### src/rtl/serial_sub_ctrl_pkg.sv
// Shared types and helpers for the bit-serial subtract sequencer.
package serial_sub_ctrl_pkg;

    typedef enum logic {
        ST_IDLE = 1'b0,
        ST_RUN  = 1'b1
    } state_t;

    // Counter width; at least one bit so WIDTH=1 still has a legal counter.
    function automatic int cnt_width(input int w);
        return (w <= 2) ? 1 : $clog2(w);
    endfunction

endpackage

### src/rtl/serial_sub_ctrl_if.sv
// Start/done handshake and result bus of the serial subtractor.
// ZERO/OVF members exist only when SERIAL_SUB_FLAGS_EN is defined.
interface serial_sub_ctrl_if #(parameter int WIDTH = 8);
    logic             start;
    logic [WIDTH-1:0] opa;
    logic [WIDTH-1:0] opb;
    logic             bin;
    logic             ready;
    logic             busy;
    logic             done;
    logic [WIDTH-1:0] diff;
    logic             borrow;
`ifdef SERIAL_SUB_FLAGS_EN
    logic             zero;
    logic             ovf;

    modport master (output start, opa, opb, bin,
                    input  ready, busy, done, diff, borrow, zero, ovf);
    modport slave  (input  start, opa, opb, bin,
                    output ready, busy, done, diff, borrow, zero, ovf);
`else
    modport master (output start, opa, opb, bin,
                    input  ready, busy, done, diff, borrow);
    modport slave  (input  start, opa, opb, bin,
                    output ready, busy, done, diff, borrow);
`endif
endinterface

### src/rtl/serial_sub_ctrl_fullsub.sv
// One-bit full subtractor: D = A - B - B_I, B_O = borrow out.
module serial_sub_ctrl_fullsub (
    input  logic i_a,
    input  logic i_b,
    input  logic i_bi,
    output logic o_d,
    output logic o_bo
);
    assign o_d  = i_a ^ i_b ^ i_bi;
    assign o_bo = (~i_a & i_b) | (~(i_a ^ i_b) & i_bi);
endmodule

### src/rtl/serial_sub_ctrl.sv
// Bit-serial OPA - OPB - BIN sequencer, LSB first through one full-subtractor cell.
// Optional ZERO/OVF flags are built when SERIAL_SUB_FLAGS_EN is defined.
module serial_sub_ctrl
    import serial_sub_ctrl_pkg::*;
#(
    parameter int WIDTH = 8
) (
    input  logic               i_clk,
    input  logic               i_rst,
    serial_sub_ctrl_if.slave   s_if
);
    localparam int CW = cnt_width(WIDTH);

    state_t           r_state;
    logic [WIDTH-1:0] r_a_sr;
    logic [WIDTH-1:0] r_b_sr;
    logic [WIDTH-1:0] r_d_sr;
    logic [WIDTH-1:0] r_diff;
    logic [CW-1:0]    r_cnt;
    logic             r_brw;
    logic             r_borrow;
    logic             r_done;

    logic             w_d;
    logic             w_bo;
    logic             w_last;
    logic [WIDTH-1:0] w_d_next;

    serial_sub_ctrl_fullsub u_fullsub (
        .i_a  (r_a_sr[0]),
        .i_b  (r_b_sr[0]),
        .i_bi (r_brw),
        .o_d  (w_d),
        .o_bo (w_bo)
    );

    // Shift the new difference bit in at the MSB; the cast drops the bit shifted out.
    assign w_d_next = WIDTH'({w_d, r_d_sr} >> 1);
    assign w_last   = (r_cnt == CW'(WIDTH - 1));

`ifdef SERIAL_SUB_FLAGS_EN
    logic r_zero;
    logic r_ovf;
    logic r_a_msb;
    logic r_b_msb;
`endif

    always_ff @(posedge i_clk) begin
        if (i_rst) begin
            r_state  <= ST_IDLE;
            r_a_sr   <= '0;
            r_b_sr   <= '0;
            r_d_sr   <= '0;
            r_diff   <= '0;
            r_cnt    <= '0;
            r_brw    <= 1'b0;
            r_borrow <= 1'b0;
            r_done   <= 1'b0;
`ifdef SERIAL_SUB_FLAGS_EN
            r_zero   <= 1'b0;
            r_ovf    <= 1'b0;
            r_a_msb  <= 1'b0;
            r_b_msb  <= 1'b0;
`endif
        end else begin
            r_done <= 1'b0;
            case (r_state)
                ST_IDLE: begin
                    if (s_if.start) begin
                        r_a_sr  <= s_if.opa;
                        r_b_sr  <= s_if.opb;
                        r_brw   <= s_if.bin;
                        r_cnt   <= '0;
                        r_state <= ST_RUN;
`ifdef SERIAL_SUB_FLAGS_EN
                        r_a_msb <= s_if.opa[WIDTH-1];
                        r_b_msb <= s_if.opb[WIDTH-1];
`endif
                    end
                end
                ST_RUN: begin
                    r_a_sr <= r_a_sr >> 1;
                    r_b_sr <= r_b_sr >> 1;
                    r_d_sr <= w_d_next;
                    r_brw  <= w_bo;
                    r_cnt  <= r_cnt + CW'(1);
                    if (w_last) begin
                        r_state  <= ST_IDLE;
                        r_diff   <= w_d_next;
                        r_borrow <= w_bo;
                        r_done   <= 1'b1;
`ifdef SERIAL_SUB_FLAGS_EN
                        r_zero   <= (w_d_next == '0);
                        r_ovf    <= (r_a_msb != r_b_msb) && (w_d_next[WIDTH-1] != r_a_msb);
`endif
                    end
                end
                default: r_state <= ST_IDLE;
            endcase
        end
    end

    assign s_if.ready  = (r_state == ST_IDLE);
    assign s_if.busy   = (r_state == ST_RUN);
    assign s_if.done   = r_done;
    assign s_if.diff   = r_diff;
    assign s_if.borrow = r_borrow;
`ifdef SERIAL_SUB_FLAGS_EN
    assign s_if.zero   = r_zero;
    assign s_if.ovf    = r_ovf;
`endif
endmodule

### src/flat_wrapper.sv
// flat-port wrapper written by rule: the top's interface ports become plain ports
module serial_sub_ctrl_flat import serial_sub_ctrl_pkg::*;
#(
    parameter int WIDTH = 8
)
  (i_clk, i_rst, s_if_start, s_if_opa, s_if_opb, s_if_bin, s_if_ready, s_if_busy, s_if_done, s_if_diff, s_if_borrow);
  serial_sub_ctrl_if #(.WIDTH(WIDTH)) s_if_i ();
  input  logic i_clk;
  input  logic i_rst;
  input wire logic [$bits(s_if_i.start)-1:0] s_if_start;
  input wire logic [$bits(s_if_i.opa)-1:0] s_if_opa;
  input wire logic [$bits(s_if_i.opb)-1:0] s_if_opb;
  input wire logic [$bits(s_if_i.bin)-1:0] s_if_bin;
  output wire logic [$bits(s_if_i.ready)-1:0] s_if_ready;
  output wire logic [$bits(s_if_i.busy)-1:0] s_if_busy;
  output wire logic [$bits(s_if_i.done)-1:0] s_if_done;
  output wire logic [$bits(s_if_i.diff)-1:0] s_if_diff;
  output wire logic [$bits(s_if_i.borrow)-1:0] s_if_borrow;
  assign s_if_i.start = s_if_start;
  assign s_if_i.opa = s_if_opa;
  assign s_if_i.opb = s_if_opb;
  assign s_if_i.bin = s_if_bin;
  assign s_if_ready = s_if_i.ready;
  assign s_if_busy = s_if_i.busy;
  assign s_if_done = s_if_i.done;
  assign s_if_diff = s_if_i.diff;
  assign s_if_borrow = s_if_i.borrow;
  serial_sub_ctrl #(.WIDTH(WIDTH)) u_core (.i_clk(i_clk), .i_rst(i_rst), .s_if(s_if_i));
endmodule
### config.mk
export PLATFORM = sky130hd
export DESIGN_NAME = serial_sub_ctrl_flat
export DESIGN_NICKNAME = d
export VERILOG_FILES = /design/src/rtl/serial_sub_ctrl_pkg.sv /design/src/rtl/serial_sub_ctrl_if.sv /design/src/rtl/serial_sub_ctrl_fullsub.sv /design/src/rtl/serial_sub_ctrl.sv /design/src/flat_wrapper.sv
export SDC_FILE = /design/constraint.sdc
export NUM_CORES = 1
export LEC_CHECK = 0
export ABC_AREA = 1
export CAP_MARGIN = 20
export CORE_MARGIN = 5
export CORE_UTILIZATION = 28
export CTS_CLUSTER_DIAMETER = 80
export DETAILED_ROUTE_END_ITERATION = 10
export SYNTH_ARGS = -nofsm -noshare
export SYNTH_HDL_FRONTEND = slang
export SYNTH_SLANG_ARGS = --single-unit
### constraint.sdc
create_clock -name i_clk -period 1.3 [get_ports i_clk]
set_input_delay 0.26 -clock i_clk [delete_from_list [all_inputs] [get_ports i_clk]]
set_output_delay 0.26 -clock i_clk [all_outputs]
set_load 0.02 [all_outputs]
Word-level counts from Yosys, hierarchy flattened

Cells that the tools add are included.

Bits in registers: 39
Input port bits: 20
Output and inout bits: 12
Logic and storage cells: 34

Add/sub/neg operators: 1
Equality and inequality tests: 2
Multiplexer cells: 12
Bitwise operators: 8
Reductions and logical operators: 2

Operators by type and width:

| cell                  | count |
|---|---|
| $pmux W8 S2           | 2 |
| $mux W8               | 2 |
| $pmux W3 S2           | 1 |
| $mux W1               | 4 |
| $pmux W1 S2           | 2 |
| $add A3 B1 Y3 const B | 1 |
| $eq A3 B3 Y1 const B  | 1 |
| $mux W3               | 1 |
| $not A1 Y1            | 3 |
| $and A1 B1 Y1         | 2 |
| $ne A2 B2 Y1 const B  | 1 |
| $reduce_and A2 Y1     | 1 |
| $reduce_or A2 Y1      | 1 |
| $xor A1 B1 Y1         | 2 |
| $or A1 B1 Y1          | 1 |

Depth between registers and ports, before layout

Depth after elaboration: 5
Depth in mapped cells: 7
Gate-level depth less buffers: 7

Cells and area by module

Synthesis repeated with hierarchy kept, for this count alone.

Cells, all modules: 219
Area total of the unflattened synthesis: 1614.0 um^2

Modules (own cells, without submodules):

| module                  | instances | cells each | area an instance (um^2) | seq. area each (um^2) |
|---|---|---|---|---|
| serial_sub_ctrl         | 1         | 215        | 1582.8                  | 760.7 |
| serial_sub_ctrl_fullsub | 1         | 4          | 31.3                    | 0.0 |

Worst setup path before layout

OpenSTA, ideal clock, no wires.

Path kind: register -> register
Start: register u_core.r_state, in the netlist u_core.s_if.busy
End: register u_core.r_a_sr[0]
Library setup time: 109 ps
Arrival: 1052 ps
Data required time: 1191 ps
Path slack: 139 ps
Stages on the path, launching flop included: 7
Cell sequence: dfxtp_1 > inv_1 > buf_4 > nand3_1 > nand3_1 > nand2_1 > inv_1

Word-level cells in the longest chain between the ends: 2
Elaborated cells on any way between the ends: 3

RTL lines:

| element                                            | line                  | source |
|---|---|---|
| start: declaration                                 | serial_sub_ctrl.sv:14 | `state_t r_state;` |
| start signal: assignment                           | serial_sub_ctrl.sv:50 | `r_state <= ST_IDLE;` |
| start signal: assignment                           | serial_sub_ctrl.sv:74 | `r_state <= ST_RUN;` |
| start signal: assignment                           | serial_sub_ctrl.sv:88 | `r_state <= ST_IDLE;` |
| $not A1 Y1                                         | serial_sub_ctrl.sv:67 | `case (r_state)` |
| $pmux W8 S2 / $ne A2 B2 Y1 (equally long branches) | n/a                   |  |
| end signal: assignment                             | serial_sub_ctrl.sv:70 | `r_a_sr <= s_if.opa;` |
| end signal: assignment                             | serial_sub_ctrl.sv:82 | `r_a_sr <= r_a_sr >> 1;` |
| end: declaration                                   | serial_sub_ctrl.sv:15 | `logic [WIDTH-1:0] r_a_sr;` |

Several ways; a longest one is shown, not always the timed one.
A chain may end at the register's enable or synchronous reset.

Worst setup path after layout

Start: register u_core.r_state, in the netlist u_core.s_if.busy
End: output port s_if_busy

RTL lines:

| element          | line               | source |
|---|---|---|
| end: declaration | flat_wrapper.sv:15 | `output wire logic [$bits(s_if_i.busy)-1:0] s_if_busy;` |

No word-level cell between the ends.

==> impl_metrics.yaml <==
status:
  outcome: "complete, no violations"
sta:
  min_period_over_period_pct: 94.6
  slew_headroom_pct: 84.6
  fin_skew_ps: 7.22
  fmax_mhz: 813
  setup_ws_ps: 70.5
  whs_ps: 454
  slew_violations: 0
  fin_crit_ps: 1230
  tns_ps: 0
  rsz0062_at_grt: "no"
  setup_violations: 0
  tightest_slew_ps: 231
  finalHoldViolations: 0
global_routing:
  grt_max_degree: 33
  grt_pass1_wl_mm: 5.99
  first_global_vias: 1278
  groute.usage.overall_pct: 10.3
  overflow: 0
  antenna_found_initial: 0
synthesis:
  synthCells: 217
  synthTopCellsByArea: "dfxtp_1, nand2_1, nand3_1, inv_1, nor2_1"
  synth_nets: 240
  synth.avg_cell_area_um2: 7.37
  yosys.area.top_type: "dfxtp_1"
  synth.distinct_cells: 17
  syn-cell-area_mm2: 0.00160
  yosysMostFrequentCell: "nand2_1"
  synthFlopType: "dfxtp_1"
  yosys_warnings: 0
  yosysTopAreaCellShare_pct: 47.5
  synthArstFlopShare_pct: 0
  synth_common_cells: "nand2_1, nand3_1, dfxtp_1, inv_1, nor2_1"
  ys_ff_latch: 38
  synth_seq_area_share_pct: 47.5
  synth_edf_count: 0
pwr:
  total_power_mw: 2.53
  p_per_area_mw_per_mm2: 1210
  leakagePower_nw: 1.05
  irDropWorstVdd_v: 0.000438
critical_path:
  crit_chain: "clkdlybuf4s15_1"
  end_kind: "output pin"
  crit_family: "flip-flops"
  cp.required_ps: 1040
  slowest_delay_ps: 360
  start_kind: "register"
  crit_buf_inv: 1
  cp_max_fo: 4
  critPathKind: "register to output pin"
  arrival_ps: 970
  critPathSlowestCell: "dfxtp_2"
finish:
  diodes: 0
  post-route-util_pct: 37.7
  drive_gt1_share_pct: 9.09
  stdcell_area_mm2: 0.00209
  syn2layout_area_growth_pct: 30.6
  finalNonFillerCells: 325
  layout.nets: 275
placement:
  dpl_worst_slack_ps: -107
  portBuffers: 31
  place.gp.congestion: 0.738
  hpwlAfterDp_mm: 2.46
  place_area_mm2: 0.00200
  post-place-cells: 317
route:
  via_per_inst: 4.31
  drcViolationCount: 0
  firstDrtPassIters: 4
  drt-total-wl_mm: 3.47
  antenna_left: 0
  wl_per_cell_um: 10.7
  vias: 1402
  dr.first_iter.drc_count: 31
clock_network:
  htreeDepth: 2
  post_cts_buffers: 0
  clock-root-buffer: "clkbuf_8"
  clkTransAtPathRegs_ps: 80
  clock_path_buffers: 2
  cts_tree: "built"
  insertion_delay_ps: 290
  cts_buffers: 5
  cts_sinks: 38
floorplanning:
  die_h_um: 85.6
  initial_core_util_pct: 28.9
  dieArea_mm2: 0.00733
  core_area_mm2: 0.00554
  row_count: 27
  io_pins: 32
  die_x_um: 85.6
hold_path:
  hold_path_class: "register to register"
job:
  max_cap_viol_count: 0
timing repair:
action | in CTS | in global routing
cloned | 0 | 0
pin swaps | 0 | 0
endpoints found under the setup margin | 12 | 1
gates resized for setup | 15 | 1
hold buffers | 0 | 0
kinds of logic (layout without fill, tap and decap cells):
logic type | count (synthesis) | in the layout | share of synthesized area, %
AOI/OAI and AO/OA | 15 | 15 | 4.69
adders and majority gates | 3 | 3 | 2.81
buffers and inverters | 35 | 71 | 11.3
DFF | 38 | 38 | 47.5
and+or+nand+nor | 126 | 126 | 33.6
final cells by class:
cell class	instances	area, µm²
repair buffers	40	385
fillers	640	3450
well taps	72	90.1
flip-flops and latches	38	762
multi-input cells	144	658
inverters	23	86.3
clock buffers	5	68.8
clock inverters	3	40.0
report_power, final:
part / switching [mW] / internal [mW] / leakage [nW]
logic: 0.152 / 0.142 / 0.685
registers: 0.0318 / 1.22 / 0.311
clock network: 0.419 / 0.565 / 0.0579
metal layers:
| metal | vias up | wire (µm) | global-route usage [%] |
|---|---|---|---|
| li1 | 746 | - | - |
| met4 | 0 | 71 | 4.75 |
| met2 | 24 | 1490 | 15.5 |
| met5 | - | 0 | 0 |
| met3 | 5 | 155 | 3.17 |
| met1 | 627 | 1750 | 13.5 |
registers in the layout (all words and copies together) (netlist names):
signal,count
u_core.s_if.borrow,1
u_core.s_if.done,1
u_core.r_a_sr,8
u_core.r_b_sr,8
u_core.r_cnt,3
u_core.r_brw,1
u_core.s_if.busy,1
u_core.s_if.diff,8
u_core.r_d_sr,7
final timing paths:
| kind | from | endpoint | slack (ps) | cells after the start |
|---|---|---|---|---|
| max | u_core.s_if.busy$_SDFF_PP0_ | s_if_busy | 70 | 1 |
| min | u_core.r_d_sr[1]$_SDFFE_PP0P_ | u_core.s_if.diff[0]$_SDFFE_PP0P_ | 450 | 2 |
| max reg2reg | u_core.s_if.busy$_SDFF_PP0_ | u_core.r_a_sr[0]$_SDFFE_PP0P_ | 130 | 7 |
| min reg2reg | u_core.r_d_sr[1]$_SDFFE_PP0P_ | u_core.s_if.diff[0]$_SDFFE_PP0P_ | 450 | 2 |
layout by cell type (no fill, tap or decap):
cell type and count:
nand2_1 68, nand3_1 39, dfxtp_1 37, inv_1 22, clkdlybuf4s50_1 19, nor2_1 16
dlygate4sd2_1 10, o21ai_0 8, buf_4 7, a21oi_1 6, clkbuf_8 5, ha_1 2
clkinv_2 2, buf_12 2, nor2_4 1, nand3_2 1, inv_2 1, nand2_2 1
o21ai_1 1, fa_1 1, bufinv_16 1, clkdlybuf4s15_1 1, clkbuf_2 1, dfxtp_2 1
No activity file was read; power rests on OpenSTA's default activity.
==> edit 1 (same settings) <==
`WIDTH` is set to 8 in 3 places; all go to 12.
--- a/src/rtl/serial_sub_ctrl_if.sv
+++ b/src/rtl/serial_sub_ctrl_if.sv
@@ -1,6 +1,6 @@
 // Start/done handshake and result bus of the serial subtractor.
 // ZERO/OVF members exist only when SERIAL_SUB_FLAGS_EN is defined.
-interface serial_sub_ctrl_if #(parameter int WIDTH = 8);
+interface serial_sub_ctrl_if #(parameter int WIDTH = 12);
     logic             start;
     logic [WIDTH-1:0] opa;
     logic [WIDTH-1:0] opb;
--- a/src/rtl/serial_sub_ctrl.sv
+++ b/src/rtl/serial_sub_ctrl.sv
@@ -3,7 +3,7 @@
 module serial_sub_ctrl
     import serial_sub_ctrl_pkg::*;
 #(
-    parameter int WIDTH = 8
+    parameter int WIDTH = 12
 ) (
     input  logic               i_clk,
     input  logic               i_rst,
--- a/src/flat_wrapper.sv
+++ b/src/flat_wrapper.sv
@@ -1,7 +1,7 @@
 // flat-port wrapper written by rule: the top's interface ports become plain ports
 module serial_sub_ctrl_flat import serial_sub_ctrl_pkg::*;
 #(
-    parameter int WIDTH = 8
+    parameter int WIDTH = 12
 )
   (i_clk, i_rst, s_if_start, s_if_opa, s_if_opb, s_if_bin, s_if_ready, s_if_busy, s_if_done, s_if_diff, s_if_borrow);
   serial_sub_ctrl_if #(.WIDTH(WIDTH)) s_if_i ();
Ports: changed (resized s_if_diff, s_if_opa and s_if_opb); port bits go from 32 to 44. The function was not compared with the original's and may differ.
==> edit 1 against the original RTL <==
- first-iteration DRC count is 68% higher
- worst setup slack worse by 0.038 ns
- sequential cell count grew 17
- cell area grew 46%
- area after synthesis up 47%
- fmax decreased by 3.0%
- worst hold slack hardly changed
- power grew 26%
- sequential power is 45% higher
- routed wire length increased by 44%
- sequential share of layout area is 0.17 points lower
- critical endpoint is now s_if_borrow
- largest power group unchanged
==> edit 1: results (changes against the original RTL) <==
The combined global-route utilization of all metal layers was 0.107 (was 0.103); the count of input and output buffers was 43 (was 31). The first-pass GRT wire length came out at 9040 µm (was 5990 µm). The peak fanout along the critical path is 2 (was 4), and the number of DRC violations after detailed-routing iteration 0 is 52 (was 31).

The proportion of layout cells with a drive suffix above 1 was 0.0880 (was 0.0909). The tools report the launch point of the critical path as u_core.s_if.borrow (was u_core.s_if.busy). The post-route worst hold slack is 0.454 ns (about the same), and the clock transition at the registers of the reported paths is 0.10 ns (was 0.08 ns).

The tools report the arrival time reported for the critical path endpoint as 1.01 ns (was 0.97 ns). The maximum number of pins on one net before global-route repair came out at 37 (was 33). The source of the worst register-to-register timing path is u_core.r_cnt[0] (was u_core.s_if.busy).

Via count: 2097 (was 1402). The number of nets in the final layout is 404 (was 275). The clock insertion delay at the later pin of the skew report came out at 0.31 ns (was 0.29 ns). The number of cells on the worst reg-to-reg path works out to 6 (was 7).

Maximum ir drop on the vdd rail: 0.470 mV (was 0.438 mV). The delay of the slowest critical-path stage is 0.38 ns (was 0.36 ns), and the number of buffers between clock root and the deepest sink is 2 (unchanged). The worst setup path endpoint was s_if_borrow (was s_if_busy). The flow ran to the end, and the final reports show no timing, DRC or antenna violations. The number of distinct library cells after synthesis was 20 (was 17); the number of levels in the clock H-tree was 2 (unchanged). The final weighted congestion in routability-driven placement was 0.745 (was 0.738). For the relative max-transition margin, the log shows 0.820 (was 0.846).

Top post-synthesis cells by count: sky130_fd_sc_hd__nand2_1 (108), sky130_fd_sc_hd__nand3_1 (61), sky130_fd_sc_hd__dfxtp_1 (55) (was sky130_fd_sc_hd__nand2_1 (68), sky130_fd_sc_hd__nand3_1 (39), sky130_fd_sc_hd__dfxtp_1 (38)). The run gives 870 (was 640) as the filler cell count in the final layout. The worst clock skew was 0.0123 ns (was 0.00722 ns).
-- edit 1: cell types whose count changed in the layout (fill, tap and decap cells not counted), moves of 4 or more --
| cell | unedited run | this run |
|---|---|---|
| sky130_fd_sc_hd__buf_12 | 2 | 6 |
| sky130_fd_sc_hd__clkdlybuf4s50_1 | 19 | 27 |
| sky130_fd_sc_hd__dfxtp_1 | 37 | 54 |
| sky130_fd_sc_hd__inv_1 | 22 | 29 |
| sky130_fd_sc_hd__nand2_1 | 68 | 108 |
| sky130_fd_sc_hd__nand3_1 | 39 | 61 |
| sky130_fd_sc_hd__nor2_1 | 16 | 29 |
| sky130_fd_sc_hd__o21ai_0 | 8 | 12 |
-- edit 1: repair_timing --
item | CTS | global route
gates resized for setup | 21 | 4
buffers inserted | 1 | 0
pin swaps | 1 | 0
endpoints found under the setup margin | 19 | 7
-- edit 1: power breakdown --
group | total (µW) | leakage [µW] | internal (µW) | switching, µW
Sequential | 1810 | 0.000450 | 1760 | 48.5
Clock | 947 | 0.0000483 | 381 | 566
Combinational | 436 | 0.00103 | 214 | 222
-- edit 1: tightest hold or removal path, stage by stage, from the launching register on --
cell and delay, ns:
sky130_fd_sc_hd__dfxtp_1 0.32, sky130_fd_sc_hd__nand2_1 0.06, sky130_fd_sc_hd__nand2_1 0.04
-- edit 1: logic make-up after synthesis --
| family | Yosys count | synth area share |
|---|---|---|
| buffers and inverters | 51 | 0.110 |
| DFF | 55 | 0.468 |
| and+or+nand+nor | 202 | 0.370 |
| adders and majority gates | 2 | 0.0138 |
| AOI/OAI and AO/OA | 18 | 0.0383 |
-- edit 1: area by class of cell --
| cell class | instances | share of cell area |
|---|---|---|
| multi-input combinational | 222 | 0.326 |
| timing repair buffer | 59 | 0.200 |
| inverter | 31 | 0.0390 |
| clock buffer | 5 | 0.0226 |
| clock inverter | 3 | 0.00616 |
| tap | 105 | 0.0431 |
| sequential | 55 | 0.363 |
-- edit 1: routing by layer --
metal,wire length [µm],vias to the layer above,GRT usage
met5,0,-,0
met4,47,0,0.0297
met3,250,5,0.0269
met2,2200,46,0.181
met1,2520,934,0.136
li1,-,1112,-
-- edit 1: stage by stage --
stage	cells	setup TNS (ns)	area [µm²]	setup slack [ns]	power, µW
2_1_floorplan	328	0	2350	0.131	2110
3_3_place_gp	471	-4.36	2950	-0.124	2280
3_5_place_dp	471	-5.18	2950	-0.158	2290
4_1_cts	480	0	3050	0.00670	3240
5_1_grt	480	0	3050	0.00110	3370
6_report	480	0	3050	0.0328	3190
==> edit 2 (same flow settings) <==
Made on the original files. Reset style: asynchronous (`i_rst`), changed in one clocked block.
--- a/src/rtl/serial_sub_ctrl.sv
+++ b/src/rtl/serial_sub_ctrl.sv
@@ -45,7 +45,7 @@
     logic r_b_msb;
 `endif
 
-    always_ff @(posedge i_clk) begin
+    always_ff @(posedge i_clk or posedge i_rst) begin
         if (i_rst) begin
             r_state  <= ST_IDLE;
             r_a_sr   <= '0;
Formal check against the unedited RTL: differs if i_rst is asserted again (counterexample within 4 cycles, from zero or initial values and one cycle with i_rst high); with i_rst held inactive, the same outputs for 10 cycles.
==> edit 2 against the original RTL <==
- area after synthesis is 2.8% higher
- cell area grew 1.6%
- fmax down 2.6%
- sequential share of layout area up 8.4 points
- non-clock buffer count fell by 2
- sequential cell count unchanged
- critical endpoint is now s_if_diff[7]
- worst setup slack lost 0.033 ns
- via count shrank 11%
- routed wire length shrank 4.3%
- die area rose by 2.5%
Power is not compared: it rests on default switching activity, and its combinational part moved more than twofold at a synthesized area within 25%.
==> edit 2: results (changes against the original RTL) <==
The logs give 952 µm² (was 762 µm²) for the register area and 276 (was 317) for the total placed cells including tap cells. The post-synthesis async set-or-reset flop share came out at 1.00 (was 0). The proportion of layout cells with a drive suffix above 1 is 0.133 (was 0.0909), and the count of clock-net buffers in the final layout is 7 (was 5). The end-of-flow core utilization came out at 0.365 (was 0.377). The placement-stage cell area is 2040 µm² (was 2000 µm²), and the number of combinational gates with multiple inputs is 114 (was 144).

The source of the worst register-to-register timing path was u_core.r_cnt[0] (was u_core.s_if.busy). The run gives 51 (was 31) as the number of DRC violations after detailed-routing iteration 0. The number of nets in the final layout is 233 (was 275).

The sequential cell area fraction in the yosys report is 0.578 (was 0.475). The final HPWL from detailed placement is 2250 µm (was 2460 µm), and the sum of routed wire length over all layers is 3320 µm (was 3470 µm). Launch point of the critical path: u_core.s_if.diff[7] (was u_core.s_if.busy). The final cell count without fillers is 286 (was 325), and the adder-cell share of the synthesized area is 0.0274 (was 0.0281). The detailed route wirelength on metal3 was 255 µm (was 155 µm); the routing usage on met3 was 0.0314 (was 0.0317). For the met1 wire length, the log shows 1580 µm (was 1750 µm). The run gives -0.0957 ns (was -0.107 ns) as the worst-case setup slack after placement.

For the well-tap cell count, the log shows 75 (was 72). The met2 track demand over resource in global routing was 0.149 (was 0.155). The logs give 0.127 (was 0.135) for the routing usage on met1 and 18 (was 15) for the number of gates resized after CTS.

Total of plain and repair buffers excluding clock buffers: 38 (was 40). The run finished with clean final reports. The run gives 0.00276 ns (was 0.00722 ns) as the worst clock skew.

The post-synthesis net count came out at 197 (was 240). Top post-synthesis cells by count: sky130_fd_sc_hd__nand2_1 (59), sky130_fd_sc_hd__dfrtp_1 (38), sky130_fd_sc_hd__nand3_1 (32) (was sky130_fd_sc_hd__nand2_1 (68), sky130_fd_sc_hd__nand3_1 (39), sky130_fd_sc_hd__dfxtp_1 (38)). Via count of the first global-routing pass: 1219 (was 1278). The total met2 wirelength after detailed routing was 1470 µm (was 1490 µm). The slew at the pin with the worst max-slew slack came out at 0.273 ns (was 0.231 ns). The tools report the arrival time reported for the critical path endpoint as 1.00 ns (was 0.97 ns). The post-route worst hold slack was 0.335 ns (was 0.454 ns). The register-to-register path setup slack came out at 0.06 ns (was 0.13 ns). The leading register cell type out of synthesis was sky130_fd_sc_hd__dfrtp_1 (was sky130_fd_sc_hd__dfxtp_1).

Cell at the slowest stage of the critical path: sky130_fd_sc_hd__dfrtp_1 (was sky130_fd_sc_hd__dfxtp_2). Synth area leaders: sky130_fd_sc_hd__dfrtp_1 (58%), sky130_fd_sc_hd__nand2_1 (13%), sky130_fd_sc_hd__nand3_1 (9.7%) (was sky130_fd_sc_hd__dfxtp_1 (48%), sky130_fd_sc_hd__nand2_1 (16%), sky130_fd_sc_hd__nand3_1 (12%)). The final critical-path share of the clock period came out at 0.971 (was 0.946).
edit 2: cell types whose count changed after synthesis, sizes merged:
| cell | change |
|---|---|
| o21ai | +7 |
| nor2 | -15 |
| buf | -2 |
| nand2 | -9 |
| a21oi | -6 |
| inv | -10 |
| dfxtp | -38 |
| dfrtp | +38 |
| nand3 | -8 |
edit 2: how the worst min path moves through the flow:
stage                                start                  end  depth (start not counted)
after floorplan                s_if_opa[7]     u_core.r_a_sr[7]                          2
after global placement    u_core.r_b_sr[7]     u_core.r_b_sr[7]                          2
after detailed placement   u_core.r_cnt[1]      u_core.r_cnt[1]                          2
after CTS                            i_rst  u_core.s_if.diff[2]                          3
after global routing                 i_rst     u_core.r_d_sr[1]                          3
final                                i_rst  u_core.s_if.diff[0]                          3
edit 2: power groups by stage:
stage	sequential [µW]	combinational [µW]	clock [µW]
finish	1950	1840	823
global route	2020	2090	909
CTS	1950	1840	860
detailed placement	1970	1950	0
global placement	1960	1900	0
floorplan	2080	1200	0
